**config.mk**
```make
export PLATFORM = sky130hd
export DESIGN_NAME = hc05_at_responder_flat
export DESIGN_NICKNAME = d
export VERILOG_FILES = /design/src/rtl/hc05_at_responder_if.sv /design/src/rtl/hc05_at_responder.sv /design/src/flat_wrapper.sv
export SDC_FILE = /design/constraint.sdc
export NUM_CORES = 1
export LEC_CHECK = 0
export BUFFER_PORTS_ARGS = -buffer_cell sky130_fd_sc_hd__buf_2
export CORE_MARGIN = 4
export CORE_UTILIZATION = 35
export DETAILED_ROUTE_END_ITERATION = 7
export PLACE_DENSITY = 0.59
export SKIP_LAST_GASP = 1
export SLEW_MARGIN = 5
export SYNTH_ARGS = -nofsm -noshare
export SYNTH_HDL_FRONTEND = slang
export SYNTH_SLANG_ARGS = --single-unit
export TNS_END_PERCENT = 10
```
**constraint.sdc**
```tcl
create_clock -name clock -period 5.44 [get_ports clock]
set_input_delay 0 -clock clock [delete_from_list [all_inputs] [get_ports clock]]
set_output_delay 0 -clock clock [all_outputs]
set_load 0.1 [all_outputs]
```
**src/rtl/hc05_at_responder_if.sv**
```systemverilog
// hc05_at_responder_if: serial line, mode pin and status signals between
// the FPGA-side bench/master and the HC-05 responder model.
interface hc05_at_responder_if;
    logic        rxd;
    logic        txd;
    logic        at_mode;
    logic        bt_state;
    logic [7:0]  rx_byte;
    logic        rx_valid;
    logic        busy;
    logic [7:0]  cmd_count;
    logic [7:0]  err_count;
    logic [15:0] data_count;

    modport master (
        output rxd, at_mode,
        input  txd, bt_state, rx_byte, rx_valid, busy, cmd_count, err_count, data_count
    );

    modport slave (
        input  rxd, at_mode,
        output txd, bt_state, rx_byte, rx_valid, busy, cmd_count, err_count, data_count
    );
endinterface

```
**src/rtl/hc05_at_responder.sv**
```systemverilog
// hc05_at_responder: HC-05 stand-in. UART receiver, AT line assembler,
// OK/ERROR response sequencer with its own UART transmitter, data-mode
// byte counter and emulated STATE pin.
// Optional feature: define HC05_ECHO_EN to echo data-mode bytes on txd.
module hc05_at_responder #(
    parameter int CLOCK_SPEED = 1000000,
    parameter int BAUD_RATE   = 38400,
    parameter int LINE_MAX    = 16,
    parameter int LINK_DELAY  = 1000
) (
    input logic                clock,
    input logic                reset,
    hc05_at_responder_if.slave bus
);
    localparam logic [9:0] CPD  = 10'(CLOCK_SPEED / BAUD_RATE);
    localparam logic [9:0] HALF = CPD >> 1;
    localparam int LEN_W  = $clog2(LINE_MAX + 1);
    localparam logic [LEN_W-1:0] LEN_MAX = LEN_W'(LINE_MAX);
    localparam int LINK_W = $clog2(LINK_DELAY + 1);
    localparam logic [LINK_W-1:0] LINK_TOP = LINK_W'(LINK_DELAY);
    localparam logic [3:0] OK_FIRST = 4'd0, OK_LAST = 4'd3, ERR_FIRST = 4'd4, ERR_LAST = 4'd10;
`ifdef HC05_ECHO_EN
    localparam logic ECHO_EN = 1'b1;
`else
    localparam logic ECHO_EN = 1'b0;
`endif

    typedef enum logic [2:0] {RX_IDLE, RX_START, RX_DATA, RX_STOP, RX_WAIT} rxState_t;
    typedef enum logic [1:0] {R_IDLE, R_LOAD, R_SEND} rspState_t;

    logic rxdMeta_q, rxdSync_q;
    rxState_t rxState_q, rxState_d;
    logic [9:0] rxCnt_q, rxCnt_d;
    logic [2:0] rxBit_q, rxBit_d;
    logic [7:0] rxShift_q, rxShift_d, rxByte_q, rxByte_d;
    logic rxValid_q, rxValid_d, frameErr;

    logic [LEN_W-1:0] lineLen_q, lineLen_d;
    logic lineOvf_q, lineOvf_d, crPend_q, crPend_d;
    logic [7:0] buf0_q, buf0_d, buf1_q, buf1_d, echoByte_q, echoByte_d, storeVal;
    logic respReq_q, respReq_d, respEcho_q, respEcho_d;
    logic [3:0] respFirst_q, respFirst_d, respLast_q, respLast_d;
    logic storeCr, storeByte, doStore, lineDone, lineErr, cmdInc, dataInc, busyNow;

    rspState_t rspState_q, rspState_d;
    logic [3:0] charIdx_q, charIdx_d, lastIdx_q, lastIdx_d, bitIdx_q, bitIdx_d;
    logic useEcho_q, useEcho_d, txd_q, txd_d;
    logic [7:0] txData_q, txData_d;
    logic [9:0] bitCnt_q, bitCnt_d;

    logic [LINK_W-1:0] linkCnt_q;
    logic btState_q;
    logic [7:0] cmdCount_q, errCount_q;
    logic [15:0] dataCount_q;
    logic [1:0] errInc;
    logic [8:0] errSum;

    function automatic logic [7:0] romChar(input logic [3:0] idx);
        case (idx)
            4'd0:    return 8'h4F;
            4'd1:    return 8'h4B;
            4'd2:    return 8'h0D;
            4'd3:    return 8'h0A;
            4'd4:    return 8'h45;
            4'd5:    return 8'h52;
            4'd6:    return 8'h52;
            4'd7:    return 8'h4F;
            4'd8:    return 8'h52;
            4'd9:    return 8'h0D;
            4'd10:   return 8'h0A;
            default: return 8'h00;
        endcase
    endfunction

    assign busyNow = (rspState_q != R_IDLE) || respReq_q;

    // Two-flop synchroniser for the asynchronous serial input.
    always_ff @(posedge clock or posedge reset) begin
        if (reset) begin
            rxdMeta_q <= 1'b1;
            rxdSync_q <= 1'b1;
        end else begin
            rxdMeta_q <= bus.rxd;
            rxdSync_q <= rxdMeta_q;
        end
    end

    // Receiver state register.
    always_ff @(posedge clock or posedge reset) begin
        if (reset) begin
            rxState_q <= RX_IDLE;
            rxCnt_q   <= '0;
            rxBit_q   <= '0;
            rxShift_q <= '0;
            rxByte_q  <= '0;
            rxValid_q <= 1'b0;
        end else begin
            rxState_q <= rxState_d;
            rxCnt_q   <= rxCnt_d;
            rxBit_q   <= rxBit_d;
            rxShift_q <= rxShift_d;
            rxByte_q  <= rxByte_d;
            rxValid_q <= rxValid_d;
        end
    end

    // Receiver: start-bit recheck at half a bit, then LSB-first data and stop; a low stop waits for idle.
    always_comb begin
        rxState_d = rxState_q;
        rxCnt_d   = rxCnt_q + 10'd1;
        rxBit_d   = rxBit_q;
        rxShift_d = rxShift_q;
        rxByte_d  = rxByte_q;
        rxValid_d = 1'b0;
        frameErr  = 1'b0;
        case (rxState_q)
            RX_IDLE: begin
                rxCnt_d = '0;
                if (!rxdSync_q) rxState_d = RX_START;
            end
            RX_START: if (rxCnt_q == HALF - 10'd1) begin
                rxCnt_d   = '0;
                rxBit_d   = '0;
                rxState_d = rxdSync_q ? RX_IDLE : RX_DATA;
            end
            RX_DATA: if (rxCnt_q == CPD - 10'd1) begin
                rxCnt_d   = '0;
                rxShift_d = {rxdSync_q, rxShift_q[7:1]};
                rxBit_d   = rxBit_q + 3'd1;
                if (rxBit_q == 3'd7) rxState_d = RX_STOP;
            end
            RX_STOP: if (rxCnt_q == CPD - 10'd1) begin
                rxCnt_d = '0;
                if (rxdSync_q) begin
                    rxByte_d  = rxShift_q;
                    rxValid_d = 1'b1;
                    rxState_d = RX_IDLE;
                end else begin
                    frameErr  = 1'b1;
                    rxState_d = RX_WAIT;
                end
            end
            RX_WAIT: begin
                rxCnt_d = '0;
                if (rxdSync_q) rxState_d = RX_IDLE;
            end
            default: rxState_d = RX_IDLE;
        endcase
    end

    // Line assembler and response request; only the first two stored bytes decide OK vs ERROR.
    always_comb begin
        lineLen_d   = lineLen_q;
        lineOvf_d   = lineOvf_q;
        crPend_d    = crPend_q;
        buf0_d      = buf0_q;
        buf1_d      = buf1_q;
        echoByte_d  = echoByte_q;
        respReq_d   = 1'b0;
        respFirst_d = respFirst_q;
        respLast_d  = respLast_q;
        respEcho_d  = respEcho_q;
        storeCr     = 1'b0;
        storeByte   = 1'b0;
        doStore     = 1'b0;
        storeVal    = 8'h00;
        lineDone    = 1'b0;
        lineErr     = 1'b0;
        cmdInc      = 1'b0;
        dataInc     = 1'b0;
        if (!bus.at_mode) begin
            lineLen_d = '0;
            lineOvf_d = 1'b0;
            crPend_d  = 1'b0;
            if (rxValid_q) begin
                dataInc = 1'b1;
                if (ECHO_EN) begin
                    if (busyNow) begin
                        lineErr = 1'b1;
                    end else begin
                        respReq_d   = 1'b1;
                        respFirst_d = 4'd0;
                        respLast_d  = 4'd0;
                        respEcho_d  = 1'b1;
                        echoByte_d  = rxByte_q;
                    end
                end
            end
        end else if (rxValid_q) begin
            if (rxByte_q == 8'h0D) begin
                storeCr  = crPend_q;
                crPend_d = 1'b1;
            end else if (rxByte_q == 8'h0A && crPend_q) begin
                lineDone = 1'b1;
                crPend_d = 1'b0;
            end else begin
                storeCr   = crPend_q;
                storeByte = 1'b1;
                crPend_d  = 1'b0;
            end
        end
        for (int k = 0; k < 2; k++) begin
            doStore  = (k == 0) ? storeCr : storeByte;
            storeVal = (k == 0) ? 8'h0D : rxByte_q;
            if (doStore) begin
                if (lineLen_d < LEN_MAX) begin
                    if (lineLen_d == LEN_W'(0)) buf0_d = storeVal;
                    else if (lineLen_d == LEN_W'(1)) buf1_d = storeVal;
                    lineLen_d = lineLen_d + LEN_W'(1);
                end else begin
                    lineOvf_d = 1'b1;
                end
            end
        end
        if (lineDone) begin
            lineLen_d = '0;
            lineOvf_d = 1'b0;
            if (lineLen_q != LEN_W'(0) || lineOvf_q) begin
                respEcho_d = 1'b0;
                if (busyNow) begin
                    lineErr = 1'b1;
                end else if (!lineOvf_q && lineLen_q >= LEN_W'(2) && buf0_q == 8'h41 && buf1_q == 8'h54) begin
                    respReq_d   = 1'b1;
                    respFirst_d = OK_FIRST;
                    respLast_d  = OK_LAST;
                    cmdInc      = 1'b1;
                end else begin
                    respReq_d   = 1'b1;
                    respFirst_d = ERR_FIRST;
                    respLast_d  = ERR_LAST;
                    lineErr     = 1'b1;
                end
            end
        end
    end

    // Line assembler and request registers.
    always_ff @(posedge clock or posedge reset) begin
        if (reset) begin
            lineLen_q   <= '0;
            lineOvf_q   <= 1'b0;
            crPend_q    <= 1'b0;
            buf0_q      <= '0;
            buf1_q      <= '0;
            echoByte_q  <= '0;
            respReq_q   <= 1'b0;
            respFirst_q <= '0;
            respLast_q  <= '0;
            respEcho_q  <= 1'b0;
        end else begin
            lineLen_q   <= lineLen_d;
            lineOvf_q   <= lineOvf_d;
            crPend_q    <= crPend_d;
            buf0_q      <= buf0_d;
            buf1_q      <= buf1_d;
            echoByte_q  <= echoByte_d;
            respReq_q   <= respReq_d;
            respFirst_q <= respFirst_d;
            respLast_q  <= respLast_d;
            respEcho_q  <= respEcho_d;
        end
    end

    // Response sequencer: R_LOAD is the first cycle of each start bit, so characters run back to back.
    always_comb begin
        rspState_d = rspState_q;
        charIdx_d  = charIdx_q;
        lastIdx_d  = lastIdx_q;
        useEcho_d  = useEcho_q;
        txData_d   = txData_q;
        bitIdx_d   = bitIdx_q;
        bitCnt_d   = bitCnt_q;
        txd_d      = txd_q;
        case (rspState_q)
            R_IDLE: begin
                txd_d = 1'b1;
                if (respReq_q) begin
                    rspState_d = R_LOAD;
                    charIdx_d  = respFirst_q;
                    lastIdx_d  = respLast_q;
                    useEcho_d  = respEcho_q;
                    txd_d      = 1'b0;
                end
            end
            R_LOAD: begin
                txData_d   = useEcho_q ? echoByte_q : romChar(charIdx_q);
                bitIdx_d   = 4'd0;
                bitCnt_d   = 10'd1;
                txd_d      = 1'b0;
                rspState_d = R_SEND;
            end
            R_SEND: begin
                if (bitCnt_q == CPD - 10'd1) begin
                    bitCnt_d = '0;
                    if (bitIdx_q == 4'd9) begin
                        if (charIdx_q != lastIdx_q) begin
                            charIdx_d  = charIdx_q + 4'd1;
                            rspState_d = R_LOAD;
                            txd_d      = 1'b0;
                        end else begin
                            rspState_d = R_IDLE;
                            txd_d      = 1'b1;
                        end
                    end else begin
                        bitIdx_d = bitIdx_q + 4'd1;
                        txd_d    = (bitIdx_q < 4'd8) ? txData_q[bitIdx_q[2:0]] : 1'b1;
                    end
                end else begin
                    bitCnt_d = bitCnt_q + 10'd1;
                end
            end
            default: rspState_d = R_IDLE;
        endcase
    end

    // Response sequencer state register; reset forces txd idle high at once.
    always_ff @(posedge clock or posedge reset) begin
        if (reset) begin
            rspState_q <= R_IDLE;
            charIdx_q  <= '0;
            lastIdx_q  <= '0;
            useEcho_q  <= 1'b0;
            txData_q   <= '0;
            bitIdx_q   <= '0;
            bitCnt_q   <= '0;
            txd_q      <= 1'b1;
        end else begin
            rspState_q <= rspState_d;
            charIdx_q  <= charIdx_d;
            lastIdx_q  <= lastIdx_d;
            useEcho_q  <= useEcho_d;
            txData_q   <= txData_d;
            bitIdx_q   <= bitIdx_d;
            bitCnt_q   <= bitCnt_d;
            txd_q      <= txd_d;
        end
    end

    assign errInc = {1'b0, frameErr} + {1'b0, lineErr};
    assign errSum = {1'b0, errCount_q} + {7'b0, errInc};

    // Counters and emulated pairing delay while in data mode.
    always_ff @(posedge clock or posedge reset) begin
        if (reset) begin
            cmdCount_q  <= '0;
            errCount_q  <= '0;
            dataCount_q <= '0;
            linkCnt_q   <= '0;
            btState_q   <= 1'b0;
        end else begin
            if (cmdInc) cmdCount_q <= cmdCount_q + 8'd1;
            if (dataInc) dataCount_q <= dataCount_q + 16'd1;
            errCount_q <= errSum[8] ? 8'hFF : errSum[7:0];
            if (bus.at_mode) begin
                linkCnt_q <= '0;
                btState_q <= 1'b0;
            end else if (linkCnt_q != LINK_TOP) begin
                linkCnt_q <= linkCnt_q + LINK_W'(1);
                btState_q <= (linkCnt_q == LINK_TOP - LINK_W'(1));
            end
        end
    end

    assign bus.txd        = txd_q;
    assign bus.bt_state   = btState_q;
    assign bus.rx_byte    = rxByte_q;
    assign bus.rx_valid   = rxValid_q;
    assign bus.busy       = rspState_q != R_IDLE;
    assign bus.cmd_count  = cmdCount_q;
    assign bus.err_count  = errCount_q;
    assign bus.data_count = dataCount_q;
endmodule

```
**src/flat_wrapper.sv**
```systemverilog
// flat-port wrapper written by rule: the top's interface ports become plain ports
module hc05_at_responder_flat 
#(
    parameter int CLOCK_SPEED = 1000000,
    parameter int BAUD_RATE   = 38400,
    parameter int LINE_MAX    = 16,
    parameter int LINK_DELAY  = 1000
)
  (clock, reset, bus_rxd, bus_at_mode, bus_txd, bus_bt_state, bus_rx_byte, bus_rx_valid, bus_busy, bus_cmd_count, bus_err_count, bus_data_count);
  hc05_at_responder_if bus_i ();
  input logic clock;
  input logic reset;
  input wire logic [$bits(bus_i.rxd)-1:0] bus_rxd;
  input wire logic [$bits(bus_i.at_mode)-1:0] bus_at_mode;
  output wire logic [$bits(bus_i.txd)-1:0] bus_txd;
  output wire logic [$bits(bus_i.bt_state)-1:0] bus_bt_state;
  output wire logic [$bits(bus_i.rx_byte)-1:0] bus_rx_byte;
  output wire logic [$bits(bus_i.rx_valid)-1:0] bus_rx_valid;
  output wire logic [$bits(bus_i.busy)-1:0] bus_busy;
  output wire logic [$bits(bus_i.cmd_count)-1:0] bus_cmd_count;
  output wire logic [$bits(bus_i.err_count)-1:0] bus_err_count;
  output wire logic [$bits(bus_i.data_count)-1:0] bus_data_count;
  assign bus_i.rxd = bus_rxd;
  assign bus_i.at_mode = bus_at_mode;
  assign bus_txd = bus_i.txd;
  assign bus_bt_state = bus_i.bt_state;
  assign bus_rx_byte = bus_i.rx_byte;
  assign bus_rx_valid = bus_i.rx_valid;
  assign bus_busy = bus_i.busy;
  assign bus_cmd_count = bus_i.cmd_count;
  assign bus_err_count = bus_i.err_count;
  assign bus_data_count = bus_i.data_count;
  hc05_at_responder #(.CLOCK_SPEED(CLOCK_SPEED), .BAUD_RATE(BAUD_RATE), .LINE_MAX(LINE_MAX), .LINK_DELAY(LINK_DELAY)) u_core (.clock(clock), .reset(reset), .bus(bus_i));
endmodule
```
[Yosys cells after proc, flatten, opt, wreduce, memory -nomap -nowiden]
Memory sizes are Yosys's and may differ from the RTL's. A register that Yosys moved wholly into a read port is not among the register bits.
Index checks and enable logic that the tools add are counted.
Widths: inputs -> output; s select.
Word-level totals
  memories: 1
  bits in read-only memories: 96
  word-level logic and storage cells: 214
  register bits: 143
Cells by class
  add/sub/neg operators: 12
  reductions and logical operators: 30
  $lt $le $gt $ge: 5
  multiplexer cells: 105
  bitwise operators: 1
  equality and inequality tests: 32
Memories
  (name not given): words 16, width 6, read ports 1, clocked after Yosys merged registers in 1, wr ports 0, line hc05_at_responder.sv:59  | case (idx)
Operators with widths (count)
  $mux 8: 15
  $mux 10: 5
  $mux 1: 49
  $add 10x1->10 const B: 3
  $mux 3: 10
  $mux 5: 6
  $pmux 10 s3: 1
  $mux 4: 7
  $eq 10x5->1 const B: 2
  $ne 2x1->1 const B: 10
  $pmux 10 s2: 1
  $add 16x1->16 const B: 1
  $eq 8x4->1 const B: 2
  $eq 8x7->1 const B: 2
  $pmux 4 s2: 2
  $pmux 3 s5: 1
  $reduce_and 3->1: 5
  $add 5x1->5 const B: 2
  $eq 10x10->1 const B: 1
  $eq 10x4->1 const B: 1
  $eq 5x1->1 const B: 2
  $logic_not 5->1: 2
  $lt 5x5->1 const B: 2
  $ne 10x10->1 const B: 1
  34 further kinds: 52

[Logic depth before layout (Yosys ltp)]
  depth in word-level cells: 12
  gate-level depth with buffers: 12

[Worst setup path before layout]
No wires, ideal clock.
  path type: reg-to-reg
  from: reg u_core.rxValid_q (netlist: u_core.bus.rx_valid)
  to: reg u_core.buf1_q[3]
  setup slack: 2240 ps
  cell stages (with the launch flop): 10
  library setup time: 128 ps
  arrival time: 3072 ps
  cells stage by stage: dfrtp_1 clkbuf_1 nand3_1 a211oi_1 mux2i_1 inv_1 ha_1 nand4b_1 buf_2 mux2_1
Between the ends
  longest elaborated chain between the ends: 8
RTL lines
  start, declared: line hc05_at_responder.sv:36  | logic rxValid_q, rxValid_d, frameErr;
  start signal, assigned: line hc05_at_responder.sv:103  | rxValid_q <= rxValid_d;
  $mux 1: line hc05_at_responder.sv:189  | end else if (rxValid_q) begin
  $mux 1: line hc05_at_responder.sv:171  | if (!bus.at_mode) begin
  $mux 5: line hc05_at_responder.sv:205  | if (doStore) begin
  $eq 5x1->1: line hc05_at_responder.sv:208  | else if (lineLen_d == LEN_W'(1)) buf1_d = storeVal;
  $mux 8: line hc05_at_responder.sv:208
  $mux 8: line hc05_at_responder.sv:207  | if (lineLen_d == LEN_W'(0)) buf0_d = storeVal;
  $mux 8: line hc05_at_responder.sv:206  | if (lineLen_d < LEN_MAX) begin
  $mux 8 (*): line hc05_at_responder.sv:205
  net u_core.buf1_d[3]: line hc05_at_responder.sv:40  | logic [7:0] buf0_q, buf0_d, buf1_q, buf1_d, echoByte_q, echoByte_d, storeVal;
  end signal, assigned: line hc05_at_responder.sv:255  | buf1_q <= buf1_d;
  end, declared: line hc05_at_responder.sv:40
The timed path passes the listed nets; every way through them passes the cells marked *.
A chain may end at the register's enable or synchronous reset.

[Worst setup path after layout]
  from: reg u_core.rxByte_q[2] (netlist: u_core.bus.rx_byte[2])
  to: reg u_core.buf1_q[2]
Between the ends
  longest elaborated chain between the ends: 12
RTL lines
  start, declared: line hc05_at_responder.sv:35  | logic [7:0] rxShift_q, rxShift_d, rxByte_q, rxByte_d;
  start signal, assigned: line hc05_at_responder.sv:102  | rxByte_q <= rxByte_d;
  $eq 8x4->1: line hc05_at_responder.sv:193  | end else if (rxByte_q == 8'h0A && crPend_q) begin
  $logic_and 1x1->1: line hc05_at_responder.sv:193
  $mux 1: line hc05_at_responder.sv:193
  $mux 1: line hc05_at_responder.sv:190  | if (rxByte_q == 8'h0D) begin
  $mux 1: line hc05_at_responder.sv:189
  $mux 1: line hc05_at_responder.sv:171
  $mux 5: line hc05_at_responder.sv:205
  $eq 5x1->1: line hc05_at_responder.sv:208
  $mux 8: line hc05_at_responder.sv:208
  $mux 8: line hc05_at_responder.sv:207
  $mux 8: line hc05_at_responder.sv:206
  $mux 8 (*): line hc05_at_responder.sv:205
  net u_core.buf1_d[2]: line hc05_at_responder.sv:40
Marks and branches as above.

==> qor.csv <==
stage,metric,value,unit
outcome,run status,finished clean,
setup_path,worst r2r src,u_core.bus.rx_byte[2]$_DFFE_PP0P_,
setup_path,crit start category,flip-flop,
yosys,Async SR Flop Fraction,100,%
yosys,top_reg_cell synth,dfrtp_1,
floorplanning,Cell Rows,50,
clock_network,clk_lat worst skew,420,ps
yosys,largest area contributor in the netlist,dfrtp_1,
yosys,"count leader, synth",dfrtp_1,
clock_network,"Reg clk slew, reported paths",60,ps
setup_path,CP endpoint kind,flip-flop,
grt,number of global-route vias before repair,4693,
power,Pwr Density,310,nW/um2
setup_path,slowest CP cell,a211oi_1,
clock_network,Max Buffers Root-to-Sink,2,
clock_network,CTS buffer count,17,
setup_path,Worst Path Arrival,3500,ps
yosys,Post-Syn Instances,649,
sta,RSZ-0062 raised after global routing,false,
floorplanning,Die Area,21600,um2
yosys,syn_area_per_cell,10.4,um2
setup_path,"Cell Chain, Critical Path",and4bb_1 > a211oi_1 > mux2i_1 > inv_1 > ha_1 > nand4b_1 > mux2_1,
yosys,post-synth cell types,67,
sta,Fmax,0.312,GHz
routing,"antenna viol nets, final",0,
grt,GRT overflow,0,
clock_network,postcts setup bufs,0,
sta,Fin Hold WS,191,ps
clock_network,CTS tree,built,
worst_hold_path,Hold Crit Class,primary input to async pin,
sta,Final Hold Fails,0,
yosys,Seq cells post-synth,135,
power,Peak VDD IR,0.255,mV
floorplanning,CORE AREA,18900,um2
grt,largest net degree at the start of global routing,79,
power,Leak,0.00393,uW
yosys,top post-synthesis cells by area,"dfrtp_1 49%, ha_1 6.1%, mux2_2 4.7%",
clock_network,CTS resizes,0,
grt,antenna violations before repair,0,
power,total chip power,2450,uW
routing,via count,4727,
setup_path,CP Class,flip-flop to flip-flop,
routing,vias per cell,4.84,
placed_design,Port-buffer cells,47,
floorplanning,die height,147,um
yosys,most frequent cells after synthesis,"132 x dfrtp_1, 76 x nor2_1, 63 x nand2_1",
yosys,"EDFF count, synth",0,
sta,Tcrit/Tclk final,59.0,%
yosys,post-synthesis sequential area ratio,49.9,%
clock_network,H-tree depth,4,
layout,Nets,742,
sta,worst slew pin tran,988,ps
placed_design,routability cong.,0.847,
floorplanning,initial core utilization,35.9,%
setup_path,crit-path max cell delay,550,ps
layout,Area Growth Syn to Fin,16.8,%
floorplanning,I/O pin total,48,
job,max cap viols,0,
sta,post-route setup TNS,0,ps
yosys,"Warnings, synthesis",0,
setup_path,Bufs and invs on worst path,1,
setup_path,Critical Path RT,5730,ps
grt,first-pass GRT wire length,23800,um
sta,Max Slew Vio Count,0,
clock_network,Sink Count,135,
sta,Worst slew margin,34.1,%
layout,share of layout cells above drive strength 1,17.2,%
layout,fill cell count,1891,
setup_path,crit-path leading delay family,multiplexers,
routing,DRC viols,0,
sta,Final setup viols,0,
yosys,Mapped Nets,687,
routing,wire per inst,13.8,um
sta,Final Critical Period,3210,ps
setup_path,Crit Path Max Fanout,8,
yosys,top cell type's share of synthesized area,48.8,%
grt,Tot GR Track Use,13.5,%
routing,WL final,13500,um
sta,Worst Skew,7.35,ps
setup_path,Worst Setup SP,u_core.bus.rx_byte[2]$_DFFE_PP0P_,
clock_network,hold_buf cts,3,
clock_network,root buffer cell,clkbuf_16,
routing,DRT iter0 DRCs,220,
floorplanning,die width,147,um
layout,Antenna diodes,0,
routing,first-pass iteration count of the detailed router,4,
placed_design,Post-DP HPWL,9640,um
yosys,Synth Cell Area,6770,um2
[tightest hold or removal path, stage by stage]
cell and delay (ps):
dlygate4sd3_1 530, buf_2 140, inv_6 380
[power breakdown]
group | total, uW | internal, uW | switching [uW]
Combinational | 183 | 59.8 | 123
Clock | 1180 | 743 | 433
Sequential | 1090 | 1040 | 50.9
[placed cells by master (no fill, tap or decap), types with 3 or more instances in the layout]
cell / synthesis / final
nand3b_1: 4 / 4
dlygate4sd3_1: 0 / 3
o21ai_0: 12 / 12
a211oi_1: 5 / 5
nand4b_1: 3 / 3
o31ai_1: 5 / 5
nand4_1: 14 / 14
clkinv_2: 0 / 4
xor2_1: 32 / 32
nand3_1: 27 / 27
a21oi_1: 17 / 17
nor2b_1: 6 / 6
nor3_1: 14 / 14
clkinv_4: 0 / 3
dfstp_2: 3 / 3
clkbuf_16: 0 / 17
and3b_1: 3 / 3
and3_1: 8 / 8
a31oi_1: 4 / 4
xnor2_1: 25 / 25
nor4_1: 4 / 4
mux2_2: 28 / 28
or3_1: 5 / 5
nor2_1: 76 / 76
mux2_1: 5 / 5
nand2_1: 63 / 63
and2_1: 3 / 3
dfrtp_1: 132 / 132
inv_1: 33 / 32
buf_2: 1 / 47
or2_2: 3 / 3
a22o_1: 3 / 3
mux2i_1: 14 / 14
ha_1: 33 / 33
nand2b_1: 15 / 15
bufinv_16: 0 / 3
[metrics by stage]
stage / area (um2) / utilization, % / setup WS (ps) / std cells
after floorplan: 6770 / - / 1830 / 649
after global placement: 7270 / 38.5 / 2340 / 942
after detailed placement: 7270 / 38.5 / 2240 / 942
after CTS: 7910 / 41.9 / 2210 / 977
after global routing: 7910 / 41.9 / 1910 / 977
final: 7910 / 41.9 / 2230 / 977
[final timing paths]
check                      cells past startpoint                         endpoint  slack [ps]
setup / recovery                               7       u_core.buf1_q[2]$_DFF_PP0_        2230
hold / removal                                 3  u_core.rxShift_q[3]$_DFFE_PP0P_         190
setup reg to reg                               7       u_core.buf1_q[2]$_DFF_PP0_        2230
hold reg to reg                                0       u_core.rxdSync_q$_DFF_PP1_         360
max in group asynchronous                      4      u_core.rxCnt_q[3]$_DFF_PP0_        3870
min in group clock                             2       u_core.rxdMeta_q$_DFF_PP1_         230
[registers in the layout, summed over array words and instances (netlist names), 2 cells and up]
name and cells:
u_core.charIdx_q 4, u_core.bitIdx_q 4, u_core.rxShift_q 8, u_core.bitCnt_q 10, u_core.rxState_q 3, u_core.bus.rx_byte 8
u_core.txData_q 6, u_core.rxCnt_q 10, u_core.respLast_q 3, u_core.lineLen_q 5, u_core.bus.data_count 16, u_core.buf1_q 8
u_core.buf0_q 8, u_core.rspState_q 2, u_core.lastIdx_q 3, u_core.rxBit_q 3, u_core.bus.cmd_count 8, u_core.bus.err_count 8
u_core.linkCnt_q 10
[kinds of logic after synthesis]
group	Yosys count	share of synthesized area (%)
compound gates	66	6.41
xor+xnor	57	7.37
fa+ha+maj	34	6.39
buf+inv	48	2.90
flops	135	49.9
mux	48	7.89
simple gates	261	19.1
[cell type report]
cell class | instances | area (um2) | area share [%]
clock buffers | 20 | 457 | 5.77
flip-flops and latches | 135 | 3380 | 42.7
clock inverters | 12 | 151 | 1.91
repair buffers | 51 | 273 | 3.45
well taps | 260 | 325 | 4.11
inverters | 33 | 129 | 1.63
multi-input cells | 466 | 3200 | 40.4
[metal layers]
metal | global-route usage [%] | wire [um] | vias to the layer above
met2 | 20.0 | 6160 | 76
met4 | 4.66 | 184 | 0
li1 | - | - | 2358
met5 | 0 | 0 | -
met3 | 4.26 | 586 | 18
met1 | 18.7 | 6600 | 2275
(Power assumes the default switching activity.)
